File: src/rtl/regfile_wb_arbiter_pkg.sv
// Shared definitions for the register-file write-back arbiter.
//   REG_COUNT / REG_ADDR_W : architectural register count and address width
//   ZERO_REG               : hard-wired zero register; writes to it are dropped
//   WB_N / wb_req_t        : default-width write request {rd, data}
//   rd_live()              : true when a destination register is a real write
package regfile_wb_arbiter_pkg;

  localparam int REG_COUNT  = 32;
  localparam int REG_ADDR_W = $clog2(REG_COUNT);

  typedef logic [REG_ADDR_W-1:0] reg_addr_t;

  localparam reg_addr_t ZERO_REG = '0;

  localparam int WB_N = 32;

  // Field order matters: the FIFO and the hazard compare take rd from the
  // top REG_ADDR_W bits of a packed request.
  typedef struct packed {
    reg_addr_t       rd;
    logic [WB_N-1:0] data;
  } wb_req_t;

  function automatic logic rd_live(input reg_addr_t rd);
    return rd != ZERO_REG;
  endfunction

endpackage

File: src/rtl/regfile_wb_arbiter_if.sv
// Bus bundle between the two write-back producers, the hazard logic and the
// register file write port.
//   a_*       : in-order pipeline write-back (no back-pressure), a_stall back
//   b_*       : multi-cycle unit request with valid/ready
//   q_rs*     : hazard query addresses, pend_hit* answers
//   rf_*      : registered register-file write port
// Modports: master = producers/consumers around the arbiter, slave = arbiter.
interface regfile_wb_arbiter_if #(
  parameter int N = 32
);
  import regfile_wb_arbiter_pkg::*;

  logic          a_valid;
  reg_addr_t     a_rd;
  logic [N-1:0]  a_data;
  logic          a_stall;

  // Valid/ready: a B transfer happens on a rising edge where b_valid and
  // b_ready are both 1. b_ready is registered and does not depend on b_valid.
  logic          b_valid;
  logic          b_ready;
  reg_addr_t     b_rd;
  logic [N-1:0]  b_data;

  reg_addr_t     q_rs1;
  reg_addr_t     q_rs2;
  logic          pend_hit1;
  logic          pend_hit2;

  logic          rf_we;
  reg_addr_t     rf_waddr;
  logic [N-1:0]  rf_wdata;

  modport master (
    output a_valid, a_rd, a_data, b_valid, b_rd, b_data, q_rs1, q_rs2,
    input  a_stall, b_ready, pend_hit1, pend_hit2, rf_we, rf_waddr, rf_wdata
  );

  modport slave (
    input  a_valid, a_rd, a_data, b_valid, b_rd, b_data, q_rs1, q_rs2,
    output a_stall, b_ready, pend_hit1, pend_hit2, rf_we, rf_waddr, rf_wdata
  );

endinterface

File: src/rtl/regfile_wb_arbiter_wb_fifo.sv
// Synchronous FIFO buffering multi-cycle write-back requests.
//   clk, rst    : clock, synchronous active-low reset
//   push, din   : enqueue din (caller guarantees !full)
//   pop, dout   : dequeue head; dout always shows the head
//   full, empty : occupancy flags
//   count       : number of held entries
//   ent_rd      : destination register field of every slot
//   ent_valid   : slot holds a live entry
// Each element is a packed request with rd in its top REG_ADDR_W bits.
module wb_fifo
  import regfile_wb_arbiter_pkg::*;
#(
  parameter int W     = REG_ADDR_W + 32,
  parameter int DEPTH = 2,
  localparam int PTR_W = $clog2(DEPTH),
  localparam int CNT_W = PTR_W + 1
) (
  input  logic                             clk,
  input  logic                             rst,
  input  logic                             push,
  input  logic [W-1:0]                     din,
  input  logic                             pop,
  output logic [W-1:0]                     dout,
  output logic                             full,
  output logic                             empty,
  output logic [CNT_W-1:0]                 count,
  output logic [DEPTH-1:0][REG_ADDR_W-1:0] ent_rd,
  output logic [DEPTH-1:0]                 ent_valid
);

  logic [W-1:0]     mem [DEPTH];
  logic [PTR_W-1:0] wr_ptr;
  logic [PTR_W-1:0] rd_ptr;
  logic [CNT_W-1:0] cnt;
  logic [DEPTH-1:0] valid;

  // Payload storage carries no reset; only the control state does.
  always_ff @(posedge clk) begin
    if (push) begin
      mem[wr_ptr] <= din;
    end
  end

  always_ff @(posedge clk) begin
    if (!rst) begin
      wr_ptr <= '0;
      rd_ptr <= '0;
      cnt    <= '0;
      valid  <= '0;
    end else begin
      // Pop before push so a slot reused in the same cycle ends up valid.
      if (pop) begin
        valid[rd_ptr] <= 1'b0;
        rd_ptr        <= rd_ptr + 1'b1;
      end
      if (push) begin
        valid[wr_ptr] <= 1'b1;
        wr_ptr        <= wr_ptr + 1'b1;
      end
      case ({push, pop})
        2'b10:   cnt <= cnt + 1'b1;
        2'b01:   cnt <= cnt - 1'b1;
        default: cnt <= cnt;
      endcase
    end
  end

  always_comb begin
    ent_rd = '0;
    for (int i = 0; i < DEPTH; i++) begin
      ent_rd[i] = mem[i][W-1 -: REG_ADDR_W];
    end
  end

  assign dout      = mem[rd_ptr];
  assign count     = cnt;
  assign full      = (cnt == CNT_W'(DEPTH));
  assign empty     = (cnt == '0);
  assign ent_valid = valid;

endmodule

File: src/rtl/regfile_wb_arbiter.sv
// Shares the register file's single write port between the in-order pipeline
// (port A, highest priority, no back-pressure) and a multi-cycle unit
// (port B, valid/ready, buffered in wb_fifo).
//   clk, rst : clock, synchronous active-low reset
//   bus      : regfile_wb_arbiter_if slave modport (A/B requests, hazard
//              query, registered register-file write port, a_stall)
// Parameters: N data width, DEPTH FIFO entries (power of two, >= 2),
// STARVE_MAX denied cycles of a non-empty FIFO before a_stall fires.
module regfile_wb_arbiter
  import regfile_wb_arbiter_pkg::*;
#(
  parameter int N          = WB_N,
  parameter int DEPTH      = 2,
  parameter int STARVE_MAX = 8
) (
  input logic                 clk,
  input logic                 rst,
  regfile_wb_arbiter_if.slave bus
);

  localparam int CNT_W = $clog2(DEPTH) + 1;
  localparam int SC_W  = $clog2(STARVE_MAX + 1);

  typedef struct packed {
    reg_addr_t    rd;
    logic [N-1:0] data;
  } req_t;

  logic                             a_live;
  logic                             b_accept;
  logic                             push;
  logic                             pop;
  req_t                             push_req;
  req_t                             head;
  logic                             full;
  logic                             empty;
  logic [CNT_W-1:0]                 count;
  logic [CNT_W-1:0]                 cnt_nxt;
  logic [DEPTH-1:0][REG_ADDR_W-1:0] ent_rd;
  logic [DEPTH-1:0]                 ent_valid;

  logic                             b_ready_q;
  logic                             a_stall_q;
  logic [SC_W-1:0]                  starve_cnt;
  logic                             rf_we_q;
  reg_addr_t                        rf_waddr_q;
  logic [N-1:0]                     rf_wdata_q;
  logic                             hit1;
  logic                             hit2;

  // A write to the zero register is no write at all, so the FIFO may use
  // that cycle; likewise a B request to rd 0 is consumed but never stored.
  assign a_live   = bus.a_valid && rd_live(bus.a_rd);
  assign b_accept = bus.b_valid && b_ready_q;
  assign push     = b_accept && rd_live(bus.b_rd);
  assign pop      = !a_live && !empty;
  assign push_req = '{rd: bus.b_rd, data: bus.b_data};

  wb_fifo #(
    .W     ($bits(req_t)),
    .DEPTH (DEPTH)
  ) u_fifo (
    .clk       (clk),
    .rst       (rst),
    .push      (push),
    .din       (push_req),
    .pop       (pop),
    .dout      (head),
    .full      (full),
    .empty     (empty),
    .count     (count),
    .ent_rd    (ent_rd),
    .ent_valid (ent_valid)
  );

  // b_ready is registered from the post-edge occupancy, so it never offers a
  // slot the FIFO will not have.
  always_comb begin
    cnt_nxt = count;
    if (push && !pop) begin
      cnt_nxt = count + 1'b1;
    end else if (pop && !push) begin
      cnt_nxt = count - 1'b1;
    end
  end

  always_ff @(posedge clk) begin
    if (!rst) begin
      b_ready_q  <= 1'b0;
      rf_we_q    <= 1'b0;
      rf_waddr_q <= '0;
      rf_wdata_q <= '0;
    end else begin
      b_ready_q <= (cnt_nxt < CNT_W'(DEPTH));
      if (a_live) begin
        rf_we_q    <= 1'b1;
        rf_waddr_q <= bus.a_rd;
        rf_wdata_q <= bus.a_data;
      end else if (pop) begin
        rf_we_q    <= 1'b1;
        rf_waddr_q <= head.rd;
        rf_wdata_q <= head.data;
      end else begin
        rf_we_q    <= 1'b0;
      end
    end
  end

  // A non-empty FIFO that is not popped means A took the port this cycle.
  // Reaching STARVE_MAX such cycles raises a_stall for exactly one cycle,
  // during which upstream idles and the head drains.
  always_ff @(posedge clk) begin
    if (!rst) begin
      starve_cnt <= '0;
      a_stall_q  <= 1'b0;
    end else if (empty || pop) begin
      starve_cnt <= '0;
      a_stall_q  <= 1'b0;
    end else if (starve_cnt == SC_W'(STARVE_MAX - 1)) begin
      starve_cnt <= '0;
      a_stall_q  <= 1'b1;
    end else begin
      starve_cnt <= starve_cnt + 1'b1;
      a_stall_q  <= 1'b0;
    end
  end

  // A register is pending while it sits in the FIFO or is on the write port
  // this cycle (the register file only holds it from the next edge).
  always_comb begin
    hit1 = 1'b0;
    hit2 = 1'b0;
    for (int i = 0; i < DEPTH; i++) begin
      if (ent_valid[i] && ent_rd[i] == bus.q_rs1) hit1 = 1'b1;
      if (ent_valid[i] && ent_rd[i] == bus.q_rs2) hit2 = 1'b1;
    end
    if (rf_we_q && rf_waddr_q == bus.q_rs1) hit1 = 1'b1;
    if (rf_we_q && rf_waddr_q == bus.q_rs2) hit2 = 1'b1;
    if (!rd_live(bus.q_rs1)) hit1 = 1'b0;
    if (!rd_live(bus.q_rs2)) hit2 = 1'b0;
  end

  assign bus.b_ready   = b_ready_q;
  assign bus.a_stall   = a_stall_q;
  assign bus.rf_we     = rf_we_q;
  assign bus.rf_waddr  = rf_waddr_q;
  assign bus.rf_wdata  = rf_wdata_q;
  assign bus.pend_hit1 = hit1;
  assign bus.pend_hit2 = hit2;

  // Upstream must idle while a_stall is high; A still wins if it does not.
  assert property (@(posedge clk) disable iff (!rst) !(a_stall_q && bus.a_valid));

  assert property (@(posedge clk) disable iff (!rst) push |-> !full);

endmodule

File: src/flat_wrapper.sv
// flat-port wrapper written by rule: the top's interface ports become plain ports
module regfile_wb_arbiter_flat import regfile_wb_arbiter_pkg::*;
#(
  parameter int N          = WB_N,
  parameter int DEPTH      = 2,
  parameter int STARVE_MAX = 8
)
  (clk, rst, bus_a_valid, bus_a_rd, bus_a_data, bus_b_valid, bus_b_rd, bus_b_data, bus_q_rs1, bus_q_rs2, bus_a_stall, bus_b_ready, bus_pend_hit1, bus_pend_hit2, bus_rf_we, bus_rf_waddr, bus_rf_wdata);
  regfile_wb_arbiter_if #(.N(N)) bus_i ();
  input logic clk;
  input logic rst;
  input wire logic [$bits(bus_i.a_valid)-1:0] bus_a_valid;
  input wire logic [$bits(bus_i.a_rd)-1:0] bus_a_rd;
  input wire logic [$bits(bus_i.a_data)-1:0] bus_a_data;
  input wire logic [$bits(bus_i.b_valid)-1:0] bus_b_valid;
  input wire logic [$bits(bus_i.b_rd)-1:0] bus_b_rd;
  input wire logic [$bits(bus_i.b_data)-1:0] bus_b_data;
  input wire logic [$bits(bus_i.q_rs1)-1:0] bus_q_rs1;
  input wire logic [$bits(bus_i.q_rs2)-1:0] bus_q_rs2;
  output wire logic [$bits(bus_i.a_stall)-1:0] bus_a_stall;
  output wire logic [$bits(bus_i.b_ready)-1:0] bus_b_ready;
  output wire logic [$bits(bus_i.pend_hit1)-1:0] bus_pend_hit1;
  output wire logic [$bits(bus_i.pend_hit2)-1:0] bus_pend_hit2;
  output wire logic [$bits(bus_i.rf_we)-1:0] bus_rf_we;
  output wire logic [$bits(bus_i.rf_waddr)-1:0] bus_rf_waddr;
  output wire logic [$bits(bus_i.rf_wdata)-1:0] bus_rf_wdata;
  assign bus_i.a_valid = bus_a_valid;
  assign bus_i.a_rd = bus_a_rd;
  assign bus_i.a_data = bus_a_data;
  assign bus_i.b_valid = bus_b_valid;
  assign bus_i.b_rd = bus_b_rd;
  assign bus_i.b_data = bus_b_data;
  assign bus_i.q_rs1 = bus_q_rs1;
  assign bus_i.q_rs2 = bus_q_rs2;
  assign bus_a_stall = bus_i.a_stall;
  assign bus_b_ready = bus_i.b_ready;
  assign bus_pend_hit1 = bus_i.pend_hit1;
  assign bus_pend_hit2 = bus_i.pend_hit2;
  assign bus_rf_we = bus_i.rf_we;
  assign bus_rf_waddr = bus_i.rf_waddr;
  assign bus_rf_wdata = bus_i.rf_wdata;
  regfile_wb_arbiter #(.N(N), .DEPTH(DEPTH), .STARVE_MAX(STARVE_MAX)) u_core (.clk(clk), .rst(rst), .bus(bus_i));
endmodule
File: config.mk
export PLATFORM = sky130hd
export DESIGN_NAME = regfile_wb_arbiter_flat
export DESIGN_NICKNAME = d
export VERILOG_FILES = /design/src/rtl/regfile_wb_arbiter_pkg.sv /design/src/rtl/regfile_wb_arbiter_if.sv /design/src/rtl/regfile_wb_arbiter_wb_fifo.sv /design/src/rtl/regfile_wb_arbiter.sv /design/src/flat_wrapper.sv
export SDC_FILE = /design/constraint.sdc
export NUM_CORES = 1
export LEC_CHECK = 0
export CORE_MARGIN = 3
export CORE_UTILIZATION = 24
export DETAILED_ROUTE_END_ITERATION = 10
export GPL_TIMING_DRIVEN = 1
export PLACE_DENSITY = 0.45
export SYNTH_ARGS = -nofsm -noshare
export SYNTH_HDL_FRONTEND = slang
export SYNTH_SLANG_ARGS = --single-unit
export TNS_END_PERCENT = 20
File: constraint.sdc
create_clock -name clk -period 8.1 [get_ports clk]
set_clock_uncertainty 0.1 [all_clocks]
set_input_delay 0.81 -clock clk [delete_from_list [all_inputs] [get_ports clk]]
set_output_delay 0.81 -clock clk [all_outputs]
set_load 0.005 [all_outputs]
== After elaboration in Yosys (flattened, before gate mapping) ==
Memory sizes are Yosys's and may differ from the RTL's. A register that Yosys moved wholly into a read port is not among the register bits.
Cells that the tools add are included.

* Bits in registers: 50
* RAM bits: 74
* Input port bits: 88
* Output and inout port bits: 42
* Word-level logic and storage cells: 91
* Memories: 1

* Add/sub/neg operators: 5
* Order comparisons: 5
* Eq/ne operators: 9
* Muxes and demuxes: 29
* Bitwise logic cells: 4
* Reductions and logical operators: 28

{| class="wikitable"
|+ Memories
! name !! depth !! width !! rd ports !! clocked after Yosys merged registers in !! wr ports !! line !! RTL
|-
| u_core.u_fifo.mem || 2 || 37 || 3 || 1 || 1 || regfile_wb_arbiter_wb_fifo.sv:31 || <nowiki>logic [W-1:0] mem [DEPTH];</nowiki>
|}

{| class="wikitable"
|+ Operator list
! cell !! count
|-
| 32-bit 2-to-1 mux || 2
|-
| 5-bit == test || 6
|-
| 5-bit nonzero test || 4
|-
| 1-bit 2-to-1 mux || 17
|-
| 1-bit logical AND || 14
|-
| 2-bit 2-to-1 mux || 5
|-
| 5-bit 2-to-1 mux || 2
|-
| 4-bit by 1-bit adder with 4-bit output (second input constant) || 1
|-
| 4-bit by 3-bit == test with 1-bit output (second input constant) || 1
|-
| 1-bit zero test || 4
|-
| 1-bit by 2-bit less-than comparator with 1-bit output (second input constant) || 2
|-
| 2-bit one-hot mux with 2 select lines || 1
|-
| 2-bit nonzero test || 2
|-
| 3-bit OR reduction || 1
|-
| 1-bit adder (second input constant) || 2
|-
| 2-bit by 1-bit adder with 2-bit output (second input constant) || 1
|-
| 2-bit AND || 1
|-
| 1-bit demux with 1-bit select || 2
|-
| 2-bit by 1-bit == test with 1-bit output (second input constant) || 1
|-
| 2-bit == test (second input constant) || 1
|-
| 1-bit greater-or-equal comparator (second input constant) || 2
|-
| 2-bit zero test || 1
|-
| 2-bit less-than comparator (second input constant) || 1
|-
| 2-bit NOT || 1
|-
| 5 further kinds || 5
|}

== Longest topological paths before layout ==
Gate-level depths: netlist of the first run.

* Depth after elaboration: 10
* Mapped depth: 11
* Mapped depth without buffers: 9

== Modules after synthesis ==
A second synthesis of the first run with hierarchy kept.

* Cells, all modules: 401
* Area, all modules: 5398.9 um^2

{| class="wikitable"
|+ Modules (own cells, without submodules)
! module !! instances !! cells an instance !! area each (um^2) !! sequential area each (um^2)
|-
| wb_fifo || 1 || 154 || 3032.9 || 2362.3
|-
| regfile_wb_arbiter || 1 || 247 || 2366.0 || 880.8
|}

== Worst setup path after synthesis of the first run ==
OpenSTA, ideal clock, no wires.

* Path kind: input to register
* Start point: input bus_b_rd[3]
* End point: memory u_core.u_fifo.mem[0][0] in the netlist's numbering, enable pin
* Library setup time: 433 ps
* Data arrival time: 2761 ps
* Required time: 7567 ps
* Path slack: 4806 ps
* Cell stages on the path: 4
* Cell sequence: or4_1 o211a_1 inv_1 nor2_1

* Longest elaborated chain between the ends: 4

{| class="wikitable"
|+ Ends and longest elaborated chain
! item !! line !! RTL
|-
| from (decl) || flat_wrapper.sv:16 || <nowiki>input wire logic [$bits(bus_i.b_rd)-1:0] bus_b_rd;</nowiki>
|-
| 5-bit nonzero test || regfile_wb_arbiter_pkg.sv:25 || <nowiki>return rd != ZERO_REG;</nowiki>
|-
| 1-bit logical AND || regfile_wb_arbiter.sv:55 || <nowiki>assign push = b_accept && rd_live(bus.b_rd);</nowiki>
|-
| 1-bit 2-to-1 mux || regfile_wb_arbiter_wb_fifo.sv:39 || <nowiki>if (push) begin</nowiki>
|-
| 1-bit 2-to-1 mux (implied by the code) || regfile_wb_arbiter_wb_fifo.sv:40 || <nowiki>mem[wr_ptr] <= din;</nowiki>
|-
| to (decl) || regfile_wb_arbiter_wb_fifo.sv:31 ||
|}

No other way between the ends.

== Worst setup path after layout of the first run ==
* Start point: input bus_q_rs1[1]
* End point: output bus_pend_hit1

* Longest elaborated chain between the ends: 6
* Elaborated cells between the ends (all ways): 11
* Those cells by class: eq/ne: 3; mux: 4; reduce/logical: 4

{| class="wikitable"
|+ Ends and longest elaborated chain
! item !! line !! RTL
|-
| from (decl) || flat_wrapper.sv:18 || <nowiki>input wire logic [$bits(bus_i.q_rs1)-1:0] bus_q_rs1;</nowiki>
|-
| 5-bit == test || regfile_wb_arbiter.sv:134 || <nowiki>if (ent_valid[i] && ent_rd[i] == bus.q_rs1) hit1 = 1'b1;</nowiki>
|-
| 1-bit logical AND || regfile_wb_arbiter.sv:134 ||
|-
| 1-bit 2-to-1 mux (2 in a row) || regfile_wb_arbiter.sv:134 ||
|-
| 1-bit 2-to-1 mux || regfile_wb_arbiter.sv:137 || <nowiki>if (rf_we_q && rf_waddr_q == bus.q_rs1) hit1 = 1'b1;</nowiki>
|-
| 1-bit 2-to-1 mux * || regfile_wb_arbiter.sv:139 || <nowiki>if (!rd_live(bus.q_rs1)) hit1 = 1'b0;</nowiki>
|-
| to (decl) || flat_wrapper.sv:22 || <nowiki>output wire logic [$bits(bus_i.pend_hit1)-1:0] bus_pend_hit1;</nowiki>
|}

Mark *: on every way between the ends. The rest lies on a longest branch, timed or not.

==> metrics.cfg, run 1 <==
[logic_synthesis]
synth_edf_count=74
synth.cell_area_um2=5230
seq_area_frac_synth_pct=62.0
async_reset_ff_share_pct=0
synth_commonest_cells=nand2_1, edfxtp_1, dfxtp_1
synthFlopType=edfxtp_1
synth_top_area_share_pct=42.5
synthCells=473
synth.most_common_cell=nand2_1
avgSynthCellArea_um2=11.1
synth_area_leaders=edfxtp_1, dfxtp_1, nand2_1
yosys_warnings=0
synth_top_cell_by_area=edfxtp_1
synth_cell_types=34
ys_ff_latch=125
synth_nets=566

[layout]
instances_no_fill=887
antenna_cells=0
seqCellArea_um2=3240
multi_input_area_um2=1870
area_growth_pct=42.1
layout-drive-gt1-share_pct=7.19
fin_util_pct=35.1
fin_nets=692
n_fill_cell=2095

[global_routing]
met1_usage_pct=14.1
grt_usage_pct=11.5
grt_pass1_vias=4064
use_met2_pct=18.7
grt_use_met3_pct=3.97
overflow=0
grt_max_degree=83
antenna_found_initial=0
top_usage_layer=met2
grt_pass1_wl_um=21300

[timing]
fin_crit_ns=3.57
hold_violations=0
worst_slew_pin_slew_ns=0.942
setup_tns_ns=0
max_freq_ghz=0.280
period_share_pct=44.0
finalMaxSlewViolations=0
setup_violations=0
slew_headroom_pct=37.1
rsz0062_at_grt=no

[min_path]
whs_path_depth=1
hold_path.class=flop to flop

[pwr]
p_leak_nw=2.58
cellInternalPower_mw=1.55
switching_share_pct=29.6
seq_power_share_pct=37.6
irDropWorstVdd_mv=0.165
p_clk_share_pct=36.6
p_per_area_nw_per_um2=297
combPwrFrac_pct=25.8
p_sw_mw=0.654

[clock_network]
cts.repair.resized=0
numCtsBuffers=17
cts_root_buffer=clkbuf_16
post_cts_buffers=0
cts_hold_buf=0
cts_max_path_buffers=2
clock_latency_ns=0.40
clock-sinks=125
htreeDepth=4
cts.clk_slew.worst_paths_ns=0.05
cts_tree=yes

[critical_path]
crit_type=input pin to primary output
r2r_cells=10
worstSetupStartpointType=input pin
path_max_fanout=4
cp.required_ns=7.19
cp.arrival_ns=2.66
crit_path_end_kind=primary output

[die]
core_area_um2=21200
die_w_um=154
io_pins=130
die_area_um2=23600
die_h_um=154
rows=53
initial_utilization_pct=24.7

[placement]
globalplace.congestion=0.775
io_buffer_count=129
dpl.hpwl_um=9020
placedCellCount=855

[route]
drc_errors=0
wirelength_um=13500
vias=3860
via_per_inst=4.35
firstDrtPassIters=4
wl_per_cell_um=15.2
drt-initial-drc-count=140
ant_nets=0

[flow_run]
cap_viol_max_count=0

[run_status]
status=complete, no violations

[routing by layer]
metal,up-vias,share of wire (%)
li1,1911,-
met1,1823,45
met2,111,47
met3,15,5.8
met4,0,1.6
met5,-,0
[area by class of cell]
class                           instances  share of cell area [%]
Inverter                                8                   0.404
Clock buffer                           19                    5.95
Clock inverter                         13                    2.54
Timing Repair Buffer                  133                    17.8
Sequential cell                       125                    43.6
Multi-Input combinational cell        314                    25.1
Tap cell                              275                    4.62
[cell usage in the layout (no fill, tap or decap), types with 2 or more instances in the layout]
cell type	Yosys	layout
clkdlybuf4s50_1	0	129
nand2_1	108	108
edfxtp_1	74	74
dfxtp_1	51	50
a21oi_1	43	43
o21ai_0	39	39
mux2i_1	37	37
xor2_1	26	26
clkbuf_16	0	17
nor2_1	11	10
nor4_1	8	8
xnor2_1	8	8
inv_1	8	6
ha_1	5	4
bufinv_16	0	4
buf_4	0	4
nand2b_1	3	3
or4_1	3	3
and2_1	3	3
nand3_1	3	3
clkinv_4	0	3
inv_2	0	2
a32oi_1	2	2
a22oi_1	2	2
nor3_1	2	2
clkinv_2	0	2
clkinvlp_4	0	2
inv_6	0	2
[flip-flops by register name (all words and copies together) (netlist names), named ones only]
register / flops
u_core.u_fifo.mem: 74
u_core.bus.rf_wdata: 32
u_core.bus.rf_waddr: 5
u_core.starve_cnt: 4
u_core.u_fifo.count: 2
u_core.u_fifo.ent_valid: 2
u_core.bus.a_stall: 1
u_core.bus.b_ready: 1
u_core.bus.rf_we: 1
u_core.u_fifo.rd_ptr: 1
u_core.u_fifo.wr_ptr: 1
[metrics by stage]
stage	area (um^2)	power, mW	setup slack (ns)	hold slack (ns)
4_1_cts	7440	2.24	4.53	0.361
5_1_grt	7440	2.34	4.43	0.389
6_report	7440	2.21	4.53	0.357
3_5_place_dp	6810	1.42	4.54	0.349
3_3_place_gp	6810	1.41	4.61	0.328
2_1_floorplan	5230	1.20	4.81	0.318
[cell families (layout without fill, tap and decap cells)]
group	count (synthesis)	after routing	share of synthesized area (%)
muxes	37	37	7.08
AOI/OAI and AO/OA	92	92	9.32
buffers and inverters	34	173	2.77
and+or+nand+nor	146	146	12.0
xor gates and xnor gates	34	34	5.69
adders and majority gates	5	5	1.20
DFF	125	125	62.0
[worst max-delay path: stages]
cell and delay, ns:
clkdlybuf4s50_1 0.52, xor2_1 0.20, nor4_1 0.35, a32oi_1 0.10, a21oi_1 0.16, clkdlybuf4s50_1 0.51
[power by group through the flow]
stage | sequential, mW | combinational [mW] | clock (mW)
6_report | 0.831 | 0.569 | 0.808
3_5_place_dp | 0.845 | 0.579 | 0
2_1_floorplan | 0.820 | 0.377 | 0
3_3_place_gp | 0.844 | 0.568 | 0
4_1_cts | 0.832 | 0.582 | 0.830
5_1_grt | 0.841 | 0.639 | 0.860
[final timing paths]
path                                                           from  slack [ns]                                  end
worst max-delay path                                   bus_q_rs1[1]        4.53                        bus_pend_hit1
worst min-delay path                u_core.starve_cnt[0]$_SDFF_PP0_        0.36      u_core.starve_cnt[0]$_SDFF_PP0_
worst max register to register  u_core.u_fifo.count[1]$_SDFFE_PN0P_        5.85  u_core.u_fifo.count[0]$_SDFFE_PN0P_
worst min register to register      u_core.starve_cnt[0]$_SDFF_PP0_        0.36      u_core.starve_cnt[0]$_SDFF_PP0_
Power figures use the tool's default switching activity.
==> run 2, diff against run 1 <==
- clock period: 8.1 -> 3.7 ns (I/O delays scaled with it)
==> run 2 against run 1 <==
Effect of this change: wire length is 2.7% higher; flip-flop and latch count did not move; sequential share of layout area hardly changed; power grew 120%; die area unchanged; critical path type unchanged; largest power group unchanged.
==> metrics.cfg, run 2 (synthesis results as in run 1) <==
[pwr]
cellInternalPower_mw=3.44  ; +120%
p_leak_nw=2.58  ; +0.11%
switching_share_pct=29.1  ; -0.51 points
p_per_area_nw_per_um2=651  ; +120%
combPwrFrac_pct=25.8  ; about the same
p_clk_share_pct=36.4  ; -0.2 points
irDropWorstVdd_mv=0.290  ; +76%
seq_power_share_pct=37.8  ; +0.2 points
p_sw_mw=1.41  ; +120%

[clock_network]
htreeDepth=4  ; unchanged
cts.repair.resized=0  ; unchanged
post_cts_buffers=0  ; unchanged
cts_max_path_buffers=2  ; unchanged
clock-sinks=125  ; unchanged
cts_hold_buf=0  ; unchanged
clock_latency_ns=0.41  ; about the same
cts_tree=yes
cts_root_buffer=clkbuf_16
cts.clk_slew.worst_paths_ns=0.05  ; about the same
numCtsBuffers=17  ; unchanged

[route]
wirelength_um=13800  ; +2.7%
routed.top_layer=met4
wl_met2_um=6620  ; +4.2%
vias=3819  ; -1.1%
ant_nets=0  ; unchanged
via_per_inst=4.31  ; -1.1%
wl_met1_um=6170  ; +1.0%
drc_errors=0  ; unchanged
drt-initial-drc-count=205  ; +46%
wl_per_cell_um=15.6  ; +2.7%
firstDrtPassIters=4  ; unchanged
route.met3.wl_um=852  ; +8.1%

[placement]
io_buffer_count=129  ; unchanged
globalplace.congestion=0.833  ; +7.4%
dpl.hpwl_um=9500  ; +5.2%
placedCellCount=855  ; unchanged

[critical_path]
worst-r2r-setup-slack_ns=1.50  ; -4.35 ns
crit_path_end_kind=primary output
r2r_cells=8  ; -2
cp.required_ns=3.23  ; -3.96 ns
crit_type=input pin to primary output
cp.arrival_ns=2.20  ; -0.46 ns
worstSetupStartpointType=input pin
path_max_fanout=4  ; unchanged
r2r_start=u_core.u_fifo.count[1]$_SDFFE_PN0P_
r2r-end=u_core.bus.b_ready$_SDFF_PN0_

[layout]
instances_no_fill=887  ; unchanged
n_fill_cell=2106  ; +0.53%
regMostFlops=u_core.u_fifo.mem
layout-drive-gt1-share_pct=7.03  ; -0.16 points
area_growth_pct=42.2  ; about the same
antenna_cells=0  ; unchanged
final_common_cell=clkdlybuf4s50_1
fin_nets=692  ; unchanged
seqCellArea_um2=3240  ; unchanged
multi_input_area_um2=1870  ; unchanged
final_cell_mix=clkdlybuf4s50_1, nand2_1, edfxtp_1
largest_register_ffs=74  ; unchanged

[timing]
finalMaxSlewViolations=0  ; unchanged
setup_tns_ns=0  ; unchanged
rsz0062_at_grt=no
max_freq_ghz=0.374
hold_violations=0  ; unchanged
period_share_pct=72.2
slew_headroom_pct=39.1  ; +2.1 points
setup_violations=0  ; unchanged
worst_slew_pin_slew_ns=0.912  ; -0.0309 ns
fin_crit_ns=2.67

[flow_run]
cap_viol_max_count=0  ; unchanged

[global_routing]
grt_usage_pct=11.6  ; +0.15 points
antenna_found_initial=0  ; unchanged
grt_max_degree=48  ; -42%
overflow=0  ; unchanged
grt_pass1_vias=4026  ; -0.94%
grt_pass1_wl_um=21300  ; +0.16%

[die]
initial_utilization_pct=24.7  ; unchanged
io_pins=130  ; unchanged
die_w_um=154  ; unchanged
rows=53  ; unchanged
core_area_um2=21200  ; unchanged
die_h_um=154  ; unchanged
die_area_um2=23600  ; unchanged

[run_status]
status=complete, no violations

[min_path]
hold_path.class=flop to flop
min-delay-start=u_core.starve_cnt[0]$_SDFF_PP0_
hold_path_end=u_core.starve_cnt[0]$_SDFF_PP0_
whs_path_depth=1  ; unchanged

==> run 2: cell count changes in the layout (fill, tap and decap cells not counted) <==
cell	delta
clkinv_2	+1
clkinv_1	+2
clkbuf_1	-1
clkinv_4	-2
inv_6	-2
clkbuf_8	+2
==> run 2: layout make-up <==
cell class	count	share of cell area, %
well taps	275	4.62
inverters	8	0.404
multi-input cells	314	25.1
flip-flops and latches	125	43.6
repair buffers	133	17.8
clock inverters	12	2.24
clock buffers	20	6.27
==> run 2: metal layers <==
| metal | GRT usage (%) | up-vias |
|---|---|---|
| met4 | 3.87 | 0 |
| met5 | 0 | - |
| met3 | 4.05 | 16 |
| met1 | 14.1 | 1776 |
| met2 | 19.3 | 118 |
| li1 | - | 1909 |
==> run 2: how the worst max path moves through the flow <==
stage,from,endpoint,slack [ns],depth (start not counted)
final,bus_q_rs1[1],bus_pend_hit1,1.03,6
after global routing,u_core.u_fifo.mem[1][35]$_DFFE_PP_,bus_pend_hit1,0.85,5
after CTS,u_core.u_fifo.mem[0][34]$_DFFE_PP_,bus_pend_hit1,0.99,5
after detailed placement,bus_b_rd[3],u_core.u_fifo.mem[0][9]$_DFFE_PP_,0.88,6
after global placement,bus_b_rd[3],u_core.u_fifo.mem[0][15]$_DFFE_PP_,0.94,6
after floorplan,bus_b_rd[3],u_core.u_fifo.mem[0][0]$_DFFE_PP_,0.85,4
==> run 2: power groups by stage <==
stage	Sequential [mW]	Combinational [mW]	Clock (mW)
final	1.83	1.25	1.77
after global routing	1.86	1.42	1.87
after CTS	1.84	1.27	1.81
after detailed placement	1.86	1.27	0
after global placement	1.86	1.26	0
after floorplan	1.80	0.824	0
==> run 2: worst max-delay path: stages <==
cell and delay [ns]:
clkdlybuf4s50_1 0.53, xor2_1 0.19, nor4_1 0.31, a32oi_1 0.10, a21oi_1 0.16, clkdlybuf4s50_1 0.54
==> run 2: stage by stage <==
step | setup WS [ns] | hold WS (ns) | instance area [um^2] | util [%] | power (mW)
floorplan | 0.846 | 0.318 | 5230 | - | 2.62
global placement | 0.936 | 0.329 | 6810 | 32.1 | 3.12
detailed placement | 0.882 | 0.338 | 6810 | 32.1 | 3.13
CTS | 0.993 | 0.349 | 7440 | 35.1 | 4.92
global route | 0.854 | 0.370 | 7440 | 35.1 | 5.14
finish | 1.03 | 0.346 | 7440 | 35.1 | 4.85
==> run 3, diff against run 2 <==
- clock period: 3.7 -> 2.75 ns (I/O delays scaled with it)
==> run 3 against run 2 <==
Effect of this change: non-clock buffer count rose by 7; critical path depth fell by 1; clock power rose by 25%; utilization rose by 0.19 points; register-to-register slack got worse by 0.56 ns; clock-buffer cell count fell by 3; die area did not move; final area rose by 0.55%; setup slack got worse by 0.86 ns; via count rose by 2.0%; final cell count rose by 0.79%; sequential share of layout area fell by 0.24 points; critical endpoint is now bus_pend_hit2; largest cell class unchanged.
==> metrics.cfg, run 3 (synthesis results as in run 1) <==
[route]
vias=3897  ; +2.0%
wirelength_um=13700  ; -0.72%
via_per_inst=4.36  ; +1.2%
wl_per_cell_um=15.4  ; -1.5%
firstDrtPassIters=4  ; unchanged
ant_nets=0  ; unchanged
drt-initial-drc-count=130  ; -37%
drc_errors=0  ; unchanged

[critical_path]
crit_path_end_kind=primary output
worst-r2r-setup-slack_ns=0.94  ; -0.56 ns
cp.arrival_ns=2.20  ; about the same
worstSetupStartpointType=flop
crit_family=buffers and inverters
crit_slowest_cell=clkdlybuf4s50_1
r2r_cells=4  ; -4
path_cells=xor2_1 -> nor4_1 -> a32oi_1 -> a21oi_1 -> clkdlybuf4s50_1
cp-startpoint=u_core.u_fifo.mem[1][32]$_DFFE_PP_
r2r_start=u_core.bus.b_ready$_SDFF_PN0_
path_max_fanout=3  ; -1
r2r-end=u_core.u_fifo.mem[0][18]$_DFFE_PP_
cpPeakStageDelay_ns=0.54  ; about the same
critPathCapture=bus_pend_hit2
path_buf_inv=1  ; -1
crit_type=flop to primary output
cp.depth=5  ; -1
cp.required_ns=2.38  ; -0.85 ns

[clock_network]
htreeDepth=4  ; unchanged
clock_latency_ns=0.41  ; about the same
cts_max_path_buffers=2  ; unchanged
cts_root_buffer=clkbuf_16
numCtsBuffers=17  ; unchanged
cts.clk_slew.worst_paths_ns=0.06  ; about the same
clock-sinks=125  ; unchanged
cts_tree=yes

[timing]
max_freq_ghz=0.388
timing.hold.ws_ns=0.305  ; -0.0405 ns
setup_violations=0  ; unchanged
hold_violations=0  ; unchanged
rsz0062_at_grt=no
fin_crit_ns=2.58
period_share_pct=93.8
finalMaxSlewViolations=0  ; unchanged
worst_slew_pin_slew_ns=0.710  ; -0.201 ns
slew_headroom_pct=52.6  ; +13 points
setup_tns_ns=0  ; unchanged

[layout]
fin_area_um2=7480  ; +0.55%
regMostFlops=u_core.u_fifo.mem
largest_register_ffs=74  ; unchanged
seqCellArea_um2=3240  ; unchanged
final_cell_mix=clkdlybuf4s50_1, nand2_1, edfxtp_1
antenna_cells=0  ; unchanged
layout-drive-gt1-share_pct=8.24  ; +1.2 points
n_fill_cell=2123  ; +0.81%
final_common_cell=clkdlybuf4s50_1
multi_input_area_um2=1870  ; +0.27%
fin_nets=699  ; +1.0%
area_growth_pct=43.0

[min_path]
hold_path.class=input pin to flop

[pwr]
p_leak_nw=2.61  ; +1.3%
p_per_area_nw_per_um2=855  ; +31%
irDropWorstVdd_mv=0.412  ; +42%

[flow_run]
cap_viol_max_count=0  ; unchanged

[run_status]
status=complete, no violations

[global_routing]
antenna_found_initial=0  ; unchanged
overflow=0  ; unchanged
grt_pass1_vias=4071  ; +1.1%
grt_usage_pct=11.8  ; +0.23 points
grt_max_degree=49  ; +2.1%
grt_pass1_wl_um=21900  ; +2.6%

[die]
rows=53  ; unchanged
die_w_um=154  ; unchanged
io_pins=130  ; unchanged
core_area_um2=21200  ; unchanged
initial_utilization_pct=24.7  ; unchanged
die_area_um2=23600  ; unchanged
die_h_um=154  ; unchanged

[placement]
placed_area_um2=6880  ; +1.1%
dpl.hpwl_um=9660  ; +1.7%
globalplace.congestion=0.796  ; -4.4%
io_buffer_count=129  ; unchanged

[run 3: cell count changes in the layout (fill, tap and decap cells not counted), moves of 2 or more]
cell / previous run / this run
inv_6: 0 / 3
clkbuf_8: 3 / 0
clkinv_2: 3 / 1
bufinv_16: 4 / 2
clkinv_4: 1 / 4
buf_4: 4 / 9
buf_12: 0 / 2
[run 3: worst register-to-register path, cell delays in order (launching register included)]
cell	delay, ns
dfxtp_1	0.33
o211a_1	0.23
inv_1	0.12
nor2_4	0.46
buf_4	0.28
[run 3: worst min path at each step]
| stage | startpoint | to | slack (ns) | depth (start not counted) |
|---|---|---|---|---|
| 6_report | bus_a_data[24] | u_core.bus.rf_wdata[24]$_SDFFE_PN0P_ | 0.31 | 3 |
| 4_1_cts | bus_a_data[1] | u_core.bus.rf_wdata[1]$_SDFFE_PN0P_ | 0.28 | 3 |
| 2_1_floorplan | bus_b_data[0] | u_core.u_fifo.mem[0][0]$_DFFE_PP_ | 0.27 | 0 |
| 3_5_place_dp | u_core.starve_cnt[0]$_SDFF_PP0_ | u_core.starve_cnt[0]$_SDFF_PP0_ | 0.34 | 1 |
| 5_1_grt | bus_a_data[1] | u_core.bus.rf_wdata[1]$_SDFFE_PN0P_ | 0.30 | 3 |
| 3_3_place_gp | u_core.starve_cnt[0]$_SDFF_PP0_ | u_core.starve_cnt[0]$_SDFF_PP0_ | 0.33 | 1 |
[run 3: metal layers]
layer  vias up  track usage [%]  share of wire, %
met4         0             3.49               1.3
li1       1930                -                 -
met5         -                0                 0
met3        17             4.00               5.5
met2       107             20.2                49
met1      1843             14.2                44
[run 3: power breakdown]
group	internal (mW)	total, mW	switching, mW	leakage [nW]
Sequential	2.26	2.44	0.176	1.10
Combinational	0.819	1.75	0.927	1.24
Clock	1.35	2.22	0.869	0.280
Total	4.43	6.40	1.97	2.61
[run 3: final cells by class]
cell class	instances	area share (%)
inverter	8	0.401
tap	275	4.60
multi-input combinational	314	25.0
timing repair buffer	140	18.7
sequential	125	43.4
clock inverter	15	2.19
clock buffer	17	5.69
[run 3: repair_timing]
action / CTS / global route
setup buffers: 0 / 0
endpoints found under the setup margin: 0 / 1
hold buffers: 0 / 0
resized for setup: 0 / 2
[run 3: metrics by stage]
step | worst slack [ns] | util, % | power, mW | instances
floorplan | 0.618 | - | 3.52 | 473
global placement | 0.247 | 32.4 | 4.23 | 862
detailed placement | 0.246 | 32.4 | 4.26 | 862
CTS | 0.106 | 35.2 | 6.52 | 894
global route | 0.0277 | 35.3 | 6.83 | 894
finish | 0.171 | 35.3 | 6.40 | 894
